**config.mk**
```make
export PLATFORM = sky130hd
export DESIGN_NAME = iob_clint_tick_gen
export DESIGN_NICKNAME = d
export VERILOG_FILES = /design/src/rtl/iob_clint_tick_gen_pkg.sv /design/src/rtl/iob_sync.sv /design/src/rtl/iob_clint_tick_gen.sv
export SDC_FILE = /design/constraint.sdc
export NUM_CORES = 1
export LEC_CHECK = 0
export BUFFER_PORTS_ARGS = -buffer_cell sky130_fd_sc_hd__buf_2
export CAP_MARGIN = 20
export CORE_ASPECT_RATIO = 1.2
export CORE_MARGIN = 2
export CORE_UTILIZATION = 35
export CTS_CLUSTER_SIZE = 12
export DETAILED_ROUTE_END_ITERATION = 10
export PLACE_DENSITY = 0.5
export SYNTH_ARGS = -nofsm -noshare
export SYNTH_HDL_FRONTEND = slang
export SYNTH_SLANG_ARGS = --single-unit
```
**constraint.sdc**
```tcl
create_clock -name clk_i -period 5.5 [get_ports clk_i]
set_input_delay 0 -clock clk_i [delete_from_list [all_inputs] [get_ports clk_i]]
set_output_delay 0 -clock clk_i [all_outputs]
set_load 0.02 [all_outputs]
```
**src/rtl/iob_clint_tick_gen_pkg.sv**
```systemverilog
// rtl/iob_clint_tick_gen_pkg.sv - state encodings and defaults for the CLINT tick generator
package iob_clint_tick_gen_pkg;

    localparam logic [1:0] INT = 2'd0;
    localparam logic [1:0] ACQ = 2'd1;
    localparam logic [1:0] RTC = 2'd2;

    localparam int unsigned DEF_CLK_FREQ  = 100_000_000;
    localparam int unsigned DEF_TICK_FREQ = 100_000;

    // Width of a counter that must hold 0..max_val, never narrower than 1 bit
    function automatic int unsigned cnt_width(input int unsigned max_val);
        return (max_val < 2) ? 1 : $clog2(max_val + 1);
    endfunction

endpackage

```
**src/rtl/iob_sync.sv**
```systemverilog
// rtl/iob_sync.sv - multi-flop synchronizer for a single asynchronous level
module iob_sync #(
    parameter int unsigned STAGES = 2
) (
    input  logic clk_i,
    input  logic arst_n_i,
    input  logic cke_i,
    input  logic d_i,
    output logic q_o
);

    logic [STAGES-1:0] sync_q;

    always_ff @(posedge clk_i or negedge arst_n_i) begin
        if (!arst_n_i) begin
            sync_q <= '0;
        end else if (cke_i) begin
            sync_q <= {sync_q[STAGES-2:0], d_i};
        end
    end

    assign q_o = sync_q[STAGES-1];

endmodule

```
**src/rtl/iob_clint_tick_gen.sv**
```systemverilog
// rtl/iob_clint_tick_gen.sv - mtime tick source: internal divider or qualified RTC with watchdog fallback
module iob_clint_tick_gen
    import iob_clint_tick_gen_pkg::*;
#(
    parameter int unsigned CLK_FREQ    = DEF_CLK_FREQ,
    parameter int unsigned TICK_FREQ   = DEF_TICK_FREQ,
    parameter int unsigned SYNC_STAGES = 2,
    parameter int unsigned RTC_TIMEOUT = 8192
) (
    input  logic clk_i,
    input  logic arst_n_i,
    input  logic cke_i,
    input  logic rt_clk_i,
    input  logic rtc_en_i,
    input  logic rtc_lost_clr_i,
    output logic tick_o,
    output logic tick_src_o,
    output logic rtc_lost_o
);

    localparam int unsigned DIV = CLK_FREQ / TICK_FREQ;
    localparam int unsigned DW  = cnt_width(DIV - 1);
    localparam int unsigned WW  = cnt_width(RTC_TIMEOUT);

    if (DIV < 2) begin : g_bad_div
        $error("iob_clint_tick_gen: CLK_FREQ/TICK_FREQ must be at least 2");
    end
    if (SYNC_STAGES < 2) begin : g_bad_sync
        $error("iob_clint_tick_gen: SYNC_STAGES must be at least 2");
    end

    logic [DW-1:0] div_cnt;
    logic          div_tick;
    logic          rt_sync;
    logic          rt_prev;
    logic          rtc_rise;
    logic [WW-1:0] wd_cnt;
    logic          wd_expire;
    logic [1:0]    state;
    logic [1:0]    state_nxt;
    logic          rise_seen;
    logic          lost_set;
    logic          tick_nxt;
    logic          tick_q;
    logic          src_q;
    logic          lost_q;

    // The divider phase is never reset by source changes, so the period survives RTC->INT
    assign div_tick = (div_cnt == DW'(DIV - 1));

    always_ff @(posedge clk_i or negedge arst_n_i) begin
        if (!arst_n_i) begin
            div_cnt <= '0;
        end else if (cke_i) begin
            div_cnt <= div_tick ? '0 : div_cnt + DW'(1);
        end
    end

    iob_sync #(
        .STAGES(SYNC_STAGES)
    ) u_rt_sync (
        .clk_i   (clk_i),
        .arst_n_i(arst_n_i),
        .cke_i   (cke_i),
        .d_i     (rt_clk_i),
        .q_o     (rt_sync)
    );

    // Registered edge detect gives the SYNC_STAGES+2 edge latency from first high sample
    always_ff @(posedge clk_i or negedge arst_n_i) begin
        if (!arst_n_i) begin
            rt_prev  <= 1'b0;
            rtc_rise <= 1'b0;
        end else if (cke_i) begin
            rt_prev  <= rt_sync;
            rtc_rise <= rt_sync & ~rt_prev;
        end
    end

    assign wd_expire = (state != INT) && !rtc_rise && (wd_cnt == WW'(RTC_TIMEOUT - 1));

    always_ff @(posedge clk_i or negedge arst_n_i) begin
        if (!arst_n_i) begin
            wd_cnt <= '0;
        end else if (cke_i) begin
            if (state == INT || rtc_rise) begin
                wd_cnt <= '0;
            end else begin
                wd_cnt <= wd_cnt + WW'(1);
            end
        end
    end

    // Dropping rtc_en_i wins over expiry and leaves the lost flag alone
    always_comb begin
        state_nxt = state;
        lost_set  = 1'b0;
        case (state)
            INT: begin
                if (rtc_en_i) state_nxt = ACQ;
            end
            ACQ: begin
                if (!rtc_en_i) begin
                    state_nxt = INT;
                end else if (rtc_rise && rise_seen) begin
                    state_nxt = RTC;
                end else if (wd_expire) begin
                    state_nxt = INT;
                    lost_set  = 1'b1;
                end
            end
            RTC: begin
                if (!rtc_en_i) begin
                    state_nxt = INT;
                end else if (wd_expire) begin
                    state_nxt = INT;
                    lost_set  = 1'b1;
                end
            end
            default: state_nxt = INT;
        endcase
    end

    // The handover edge is consumed in ACQ, so it never produces an RTC tick
    assign tick_nxt = (state == RTC) ? rtc_rise : div_tick;

    always_ff @(posedge clk_i or negedge arst_n_i) begin
        if (!arst_n_i) begin
            state     <= INT;
            rise_seen <= 1'b0;
            tick_q    <= 1'b0;
            src_q     <= 1'b0;
            lost_q    <= 1'b0;
        end else if (cke_i) begin
            state  <= state_nxt;
            tick_q <= tick_nxt;
            src_q  <= (state_nxt == RTC);
            if (state == INT) begin
                rise_seen <= 1'b0;
            end else if (rtc_rise) begin
                rise_seen <= 1'b1;
            end
            if (lost_set) begin
                lost_q <= 1'b1;
            end else if (rtc_lost_clr_i) begin
                lost_q <= 1'b0;
            end
        end
    end

    // A tick held across a cke_i freeze is released once cke_i returns
    assign tick_o     = tick_q & cke_i;
    assign tick_src_o = src_q;
    assign rtc_lost_o = lost_q;

endmodule

```
-- After elaboration in Yosys (flattened, before gate mapping)
Index checks and enable logic that the tools add are counted.
- multiplexer cells: 18
- multipliers: 0
- $lt $le $gt $ge: 0
- add/subtract/negate cells: 2
- divide/modulo/power cells: 0
- bitwise logic cells: 3
- reductions and logical operators: 11
- equal/unequal tests: 5
- shift operators: 0
- operator list (kind ; count):
    14-bit by 1-bit adder with 14-bit output, second input constant ; 1
    14-bit by 13-bit equality test with 1-bit output, second input constant ; 1
    14-bit 2-to-1 mux ; 1
    10-bit by 1-bit adder with 10-bit output, second input constant ; 1
    10-bit equality test, second input constant ; 1
    10-bit 2-to-1 mux ; 1
    2-bit 2-to-1 mux ; 5
    1-bit 2-to-1 mux ; 9
    2-bit case mux with 3 select lines ; 1
    2-bit nonzero test ; 3
    2-bit equality test, second input constant ; 2
    2-bit AND reduction ; 2
    1-bit logical AND ; 3
    1-bit AND ; 2
    2-bit by 1-bit equality test with 1-bit output, second input constant ; 1
    2-bit logical NOT ; 1
    1-bit case mux with 2 select lines ; 1
    1-bit logical NOT ; 1
    1-bit logical OR ; 1
    1-bit inverter ; 1
- memory bits (read-only): 0
- logic and storage cells: 49
- input port bits: 6
- output and inout bits: 3
- bits in writable memories: 0
- register bits: 34
- bits in latches: 0
- memories: 0

-- Depth between registers and ports, before layout
Gate-level depths: netlist (run 1).
- word-level depth: 9
- mapped depth: 6
- depth with buffers taken out: 6

-- By module
A second synthesis (run 1) with hierarchy kept.
- cells, all modules: 179
- area total of the unflattened synthesis: 1712.9 um^2
- by module, submodules not included (module ; sequential area each (um^2) ; instances ; area an instance (um^2) ; cells each):
    iob_clint_tick_gen ; 800.8 ; 1 ; 1640.3 ; 175
    iob_sync ; 50.0 ; 1 ; 72.6 ; 4

-- Least setup slack after synthesis (run 1)
OpenSTA, ideal clock, no wires.
- path type: register to register
- from: reg state[0]
- to: reg state[0]
- required time: 5.379 ns
- data arrival time: 2.129 ns
- stages on the path, launching flop included: 7
- slack: 3.250 ns
- setup time: 0.121 ns
- buffers on the path: 0
- clock period less this slack: 2.250 ns
- cells stage by stage: dfrtp_1 inv_1 ha_1 or4b_1 or4_4 a41o_1 a22o_1
- longest elaborated chain between the ends: 7
- elaborated cells on any way between the ends: 12
- those cells by class: eq/ne: 2; mux: 6; reduce/logical: 4
- RTL lines (what ; line ; RTL):
    start: declaration ; iob_clint_tick_gen.sv:39 ; logic [1:0] state;
    start signal: assignment ; iob_clint_tick_gen.sv:135 ; state <= state_nxt;
    2-bit nonzero test ; iob_clint_tick_gen.sv:80 ; assign wd_expire = (state != INT) && !rtc_rise && (wd_cnt == WW'(RTC_TIMEOUT - 1));
    1-bit logical AND (2 in a row) ; iob_clint_tick_gen.sv:80 ;
    2-bit 2-to-1 mux ; iob_clint_tick_gen.sv:107, iob_clint_tick_gen.sv:115 ;
    2-bit 2-to-1 mux ; iob_clint_tick_gen.sv:105 ; end else if (rtc_rise && rise_seen) begin
    2-bit 2-to-1 mux ; iob_clint_tick_gen.sv:103 ; if (!rtc_en_i) begin
    2-bit case mux with 3 select lines * ; iob_clint_tick_gen.sv:98 ; case (state)
Mark *: on every way between the ends. The rest lies on a longest branch, timed or not.
A chain may end at the register's enable or synchronous reset.

-- Worst setup path in the final report (run 1)
Ends and elaborated chain as after synthesis.

==> results of run 1 <==
[cell type report]
type                       count  area (µm²)  share of cell area, %
multi-input combinational    130         802                   41.8
clock inverter                 1        5.00                  0.261
timing repair buffer          11        70.1                   3.65
clock buffer                   7        86.3                   4.50
inverter                       9        33.8                   1.76
sequential                    34         851                   44.3
tap                           58        72.6                   3.78
[worst max-delay path, delay by kind of cell (launching register included)]
kind            cells  cell delay [ns]
compound gates      2             0.45
fa+ha+maj           1             0.27
buf+inv             1             0.11
flops               1             0.45
simple gates        2             1.06
[routing by layer]
layer,vias up,wire (µm)
met2,11,1820
li1,639,-
met4,0,74
met3,8,74
met5,-,0
met1,617,1510
[cell usage after synthesis, types with 2 or more instances]
cell | n | area share [%]
nand4_1 | 9 | 3.3
mux2_2 | 2 | 1.3
a21oi_1 | 6 | 1.8
dfrtp_1 | 34 | 50
clkbuf_1 | 4 | 0.88
xnor2_1 | 12 | 6.2
o2bb2ai_1 | 2 | 1.0
o21ai_0 | 7 | 2.1
xor2_1 | 4 | 2.1
inv_1 | 9 | 2.0
nor3_1 | 7 | 2.1
o21a_1 | 2 | 0.88
nand3_1 | 7 | 2.1
nor2_1 | 24 | 5.3
nor4_1 | 4 | 1.5
a21o_1 | 2 | 0.88
nand2_1 | 20 | 4.4
ha_1 | 6 | 4.4
o211ai_1 | 2 | 0.88
[cell families after synthesis]
| group | share of synthesized area (%) |
|---|---|
| adder cells (fa/ha/maj) | 4.41 |
| AO/OA/AOI/OAI | 10.4 |
| flip-flops | 50.0 |
| multiplexers | 1.91 |
| AND/OR/NAND/NOR | 22.2 |
| XOR/XNOR | 8.24 |
| buffers and inverters | 2.87 |
[registers in the layout, summed over array words and instances, names as in the netlist]
signal            count
tick_src_o            1
rtc_rise              1
state                 2
rtc_lost_o            1
rise_seen             1
div_cnt              10
tick_q                1
wd_cnt               14
rt_prev               1
u_rt_sync.sync_q      2
[metrics by stage]
stage               cells  power (W)  utilization [%]  worst slack [ns]
floorplan             177   0.000420                -              3.25
global route          250   0.000692             41.5              2.99
CTS                   250   0.000660             41.5              3.07
global placement      239   0.000452             38.9              3.17
detailed placement    239   0.000463             38.9              3.09
finish                250   0.000649             41.5              3.06
[where the power goes]
group / internal (W) / switching (W)
sequential: 0.000288 / 0.0000447
combinational: 0.0000551 / 0.0000709
clock: 0.000101 / 0.0000897
total: 0.000444 / 0.000205
[cells in the final DEF (no fill, tap or decap)]
master and n:
a21o_2 1, xnor2_1 12, o31ai_2 1, nor3_1 7, dlygate4sd3_1 3, a21oi_1 6
nand2_1 20, or4_1 1, o2bb2ai_1 2, a22o_1 1, o21ai_0 7, o21a_1 2
or3_1 1, and3_1 1, mux2_2 2, nand4_1 9, xor2_1 4, mux2i_1 1
inv_1 9, dfrtp_1 34, nand2b_1 1, nor4_1 4, o211ai_1 2, clkinv_2 1
a41o_1 1, nor2_1 24, a31o_2 1, and2_1 1, buf_2 8, clkbuf_1 1
nand3b_1 1, nand3_1 7, a21o_1 2, or4_4 1, or4b_1 1, ha_1 6
clkbuf_8 6
[worst max-delay path by stage]
stage          cells past startpoint      from        to
5_1_grt                            6  state[0]  state[0]
3_3_place_gp                       6  state[0]  state[0]
3_5_place_dp                       6  state[0]  state[0]
6_report                           6  state[0]  state[0]
4_1_cts                            6  state[0]  state[0]
2_1_floorplan                      6  state[0]  state[0]
==> impl_metrics.env, run 1 <==
export IMPL_fin_crit_sh_pct=44.3
export IMPL_placed_area_mm2=0.00180
export IMPL_whs_ns=0.0149
export IMPL_critPathMaxFanout=6
export IMPL_outcome="complete, no violations"
export IMPL_top_usage_layer="met2"
export IMPL_seq_area_frac_synth_pct=50.0
export IMPL_first_global_vias=1327
export IMPL_fin_nets=203
export IMPL_hold_violations=0
export IMPL_async_reset_ff_share_pct=100
export IMPL_die_width_um=67.7
export IMPL_synthToLayoutAreaGrowth_pct=12.9
export IMPL_ys_ff_latch=34
export IMPL_setup_violations=0
export IMPL_drive_gt1_share_pct=10.9
export IMPL_arrival_ns=2.62
export IMPL_gr_usage_all_layers_pct=14.9
export IMPL_post_cts_buffers=0
export IMPL_rows=27
export IMPL_pwr_density_cell_mw_per_mm2=338
export IMPL_ctsHoldBuffers=3
export IMPL_antenna_found_initial=0
export IMPL_clk_pin_slew_ns=0.07
export IMPL_dieArea_mm2=0.00544
export IMPL_die_h_um=80.4
export IMPL_coreArea_mm2=0.00463
export IMPL_insertion_delay_ns=0.29
export IMPL_hp_class="in -> reg"
export IMPL_maxCapViolations=0
export IMPL_drt_iter0_drc=46
export IMPL_wl_per_cell_um=13.9
export IMPL_clk_path_buf_depth=2
export IMPL_n_fill_cell=451
export IMPL_synth_flop_cell="dfrtp_1"
export IMPL_worst_setup_path_type="reg -> reg"
export IMPL_ys_warn_count=0
export IMPL_leakage_nw=0.831
export IMPL_ys_types=33
export IMPL_worst_pin_slew_ns=0.771
export IMPL_grt_max_degree=35
export IMPL_grt_pass1_wl_um=6020
export IMPL_critPathCaptureType="register"
export IMPL_slew_headroom_pct=48.4
export IMPL_gr_usage_met1_pct=17.1
export IMPL_synth_area_mm2=0.00170
export IMPL_ir_drop_mv=0.136
export IMPL_worstRegToRegCells=6
export IMPL_fin_tns_setup_ns=0
export IMPL_io_buffers=8
export IMPL_cts_sinks=34
export IMPL_postSynthCellCount=177
export IMPL_viasPerCell=5.10
export IMPL_drt_total_wl_um=3480
export IMPL_dr_pass1_iters=4
export IMPL_insertedDiodeCount=0
export IMPL_slew_viol_final=0
export IMPL_start_util_pct=36.8
export IMPL_grt_overflow=0
export IMPL_crit_chain="inv_1, ha_1, or4b_1, or4_4, a41o_1, a22o_1"
export IMPL_r2r_start="state[0]"
export IMPL_grt_util_met2_pct=25.5
export IMPL_gp_congestion=0.735
export IMPL_drc_errors=0
export IMPL_ctsResizeCount=0
export IMPL_reg2reg_slack_ns=3.06
export IMPL_syn_nets=189
export IMPL_required_ns=5.68
export IMPL_clock_skew_ns=0.0108
export IMPL_slowest_delay_ns=0.54
export IMPL_syn_area_per_cell_um2=9.61
export IMPL_min_delay_start="rtc_en_i"
export IMPL_cts_buffers=5
export IMPL_holdPathStages=3
export IMPL_rsz0062_at_grt="false"
export IMPL_place_hpwl_um=2460
export IMPL_io_pins=9
export IMPL_ant_nets=0
export IMPL_cts_tree="built"
export IMPL_ctsHtreeMaxLevel=2
export IMPL_fin_crit_ns=2.44
export IMPL_synth_edff_count=0
export IMPL_vias=1275
export IMPL_rr_endpoint="state[0]"
export IMPL_hold_path_endpoint="rtc_lost_o"
export IMPL_worstSetupStartpointType="register"
export IMPL_cts_root_buf="clkbuf_8"
export IMPL_slowest_stage="or4b_1"
export IMPL_fmaxAchievable_mhz=410
export IMPL_final_area_mm2=0.00192
export IMPL_use_met3_pct=3.36
(Power assumes the default switching activity.)
==> run 2, diff against run 1 <==
- ABC_AREA: not set -> 1
- PLACE_DENSITY: 0.5 -> 0.49
- clock period: 5.5 -> 2.5 ns (I/O delays scaled with it)
==> impl_metrics.env, run 2 <==
export IMPL_synth_common_cells="49 x nand2_1, 34 x dfrtp_1, 32 x inv_1, 19 x nor2_1, 18 x o21ai_0"
export IMPL_grt_max_degree=35
export IMPL_fin_nets=243
export IMPL_arrival_ns=1.87
export IMPL_fin_crit_ns=1.72
export IMPL_largest_registers="wd_cnt x14, div_cnt x10"
export IMPL_setup_violations=0
export IMPL_clk_path_buf_depth=2
export IMPL_ys_top_cells_by_area="dfrtp_1 49%, nand2_1 11%, inv_1 6.9%"
export IMPL_ys_warn_count=0
export IMPL_cts_tree="built"
export IMPL_synth_area_mm2=0.00175
export IMPL_slew_headroom_pct=48.5
export IMPL_dr_pass1_iters=4
export IMPL_clock_skew_ns=0.0113
export IMPL_io_pins=9
export IMPL_coreArea_mm2=0.00487
export IMPL_worst_setup_path_type="reg -> reg"
export IMPL_drive_gt1_share_pct=11.6
export IMPL_maxCapViolations=0
export IMPL_power_share_clock_pct=27.9
export IMPL_ys_ff_latch=34
export IMPL_intPower_w=0.000998
export IMPL_critPathCaptureType="register"
export IMPL_yosysTopAreaCell="dfrtp_1"
export IMPL_fin_crit_sh_pct=68.9
export IMPL_start_util_pct=35.9
export IMPL_pwr_density_cell_mw_per_mm2=761
export IMPL_drt_total_wl_um=3280
export IMPL_ctsResizeCount=0
export IMPL_leakage_nw=1.02
export IMPL_synth_top_area_share_pct=48.6
export IMPL_p_seq_share_pct=49.6
export IMPL_hp_class="in -> reg"
export IMPL_synth_flop_cell="dfrtp_1"
export IMPL_ys_types=27
export IMPL_swShare_pct=33.4
export IMPL_final_util_pct=40.5
export IMPL_vias=1337
export IMPL_insertedDiodeCount=0
export IMPL_p_comb_share_pct=22.5
export IMPL_place_hpwl_um=2330
export IMPL_worst_pin_slew_ns=0.773
export IMPL_mostFrequentLayoutCell="nand2_1"
export IMPL_largest_reg_flops=14
export IMPL_ctsHoldBuffers=3
export IMPL_fin_tns_setup_ns=0
export IMPL_slew_viol_final=0
export IMPL_seq_area_frac_synth_pct=48.6
export IMPL_async_reset_ff_share_pct=100
export IMPL_post_cts_buffers=0
export IMPL_viasPerCell=4.58
export IMPL_cts_root_buf="clkbuf_8"
export IMPL_synth_edff_count=0
export IMPL_fmaxAchievable_mhz=580
export IMPL_ir_drop_mv=0.396
export IMPL_synthToLayoutAreaGrowth_pct=12.6
export IMPL_insertion_delay_ns=0.29
export IMPL_ant_nets=0
export IMPL_outcome="complete, no violations"
export IMPL_first_global_vias=1278
export IMPL_n_fill_cell=498
export IMPL_final_cell_mix="49 x nand2_1, 34 x dfrtp_1, 32 x inv_1, 19 x nor2_1, 18 x o21ai_0"
export IMPL_rows=28
export IMPL_r2r_start="state[0]"
export IMPL_post_synth_top_count_cell="nand2_1"
export IMPL_dieArea_mm2=0.00559
export IMPL_die_width_um=68.6
export IMPL_critPathMaxFanout=4
export IMPL_worstSetupStartpointType="register"
export IMPL_grt_overflow=0
export IMPL_gp_congestion=0.780
export IMPL_top_register="wd_cnt"
export IMPL_min_delay_start="rtc_en_i"
export IMPL_drc_errors=0
export IMPL_cts_sinks=34
export IMPL_gr_usage_all_layers_pct=13.9
export IMPL_postSynthCellCount=216
export IMPL_whs_ns=0.0345
export IMPL_cts_buffers=5
export IMPL_clk_pin_slew_ns=0.06
export IMPL_die_h_um=81.5
export IMPL_grt_pass1_wl_um=5750
export IMPL_rsz0062_at_grt="false"
export IMPL_ctsHtreeMaxLevel=2
export IMPL_drt_iter0_drc=38
export IMPL_syn_nets=228
export IMPL_io_buffers=8
export IMPL_p_switching_w=0.000501
export IMPL_wl_per_cell_um=11.2
export IMPL_startpoint="state[0]"
export IMPL_antenna_found_initial=0
export IMPL_required_ns=2.65
export IMPL_syn_area_per_cell_um2=8.10
export IMPL_hold_violations=0
-- run 2: final timing paths --
path                               to  slack (ns)  cells past startpoint
max                          state[1]        0.78                     12
max reg2reg                  state[1]        0.78                     12
min                        rtc_lost_o        0.03                      3
min reg2reg                  rtc_rise        0.46                      1
min in group asynchronous      tick_q        0.32                      2
max in group asynchronous  wd_cnt[10]        1.67                      2
-- run 2: cell families after synthesis --
family | synth area share, %
adders and majority gates | 4.29
AOI/OAI and AO/OA | 11.9
buffers and inverters | 8.22
and+or+nand+nor | 25.9
DFF | 48.6
xor gates and xnor gates | 1.00
-- run 2: critical path: stages (launching register included) --
cell and delay [ns]:
dfrtp_1 0.39, inv_1 0.10, ha_1 0.24, nor2_1 0.23, nand2_1 0.09, nor2_1 0.08, nand2_1 0.09, nand2_1 0.07
nand2_1 0.05, nand2_1 0.05, nand2_1 0.06, nand2_1 0.06, o21ai_0 0.08
-- run 2: power by group through the flow --
stage | registers (W) | logic [W] | clock network [W]
floorplan | 0.000732 | 0.000271 | 0
global placement | 0.000755 | 0.000341 | 0
detailed placement | 0.000756 | 0.000340 | 0
CTS | 0.000745 | 0.000345 | 0.000441
global route | 0.000761 | 0.000390 | 0.000460
finish | 0.000743 | 0.000338 | 0.000419
-- run 2: layer usage --
| layer | share of wire [%] | track usage [%] |
|---|---|---|
| met5 | 0 | 0 |
| met4 | 2.1 | 6.60 |
| met3 | 2.4 | 3.29 |
| met2 | 47 | 21.3 |
| met1 | 49 | 18.3 |
-- run 2: metrics by stage --
stage | worst slack [ns] | instances | cell area [µm²] | total power [W]
final | 0.776 | 292 | 1970 | 0.00150
after detailed placement | 0.751 | 281 | 1850 | 0.00110
after global routing | 0.557 | 292 | 1970 | 0.00161
after floorplan | 1.00 | 216 | 1750 | 0.00100
after CTS | 0.737 | 292 | 1970 | 0.00153
after global placement | 0.752 | 281 | 1850 | 0.00110
-- run 2: final cells by class --
cell class / instances / area [µm²] / area share (%)
well taps: 60 / 75.1 / 3.81
multi-input cells: 145 / 756 / 38.3
flip-flops and latches: 34 / 851 / 43.2
inverters: 34 / 128 / 6.48
clock buffers: 7 / 86.3 / 4.38
clock inverters: 1 / 5.00 / 0.254
repair buffers: 11 / 70.1 / 3.56
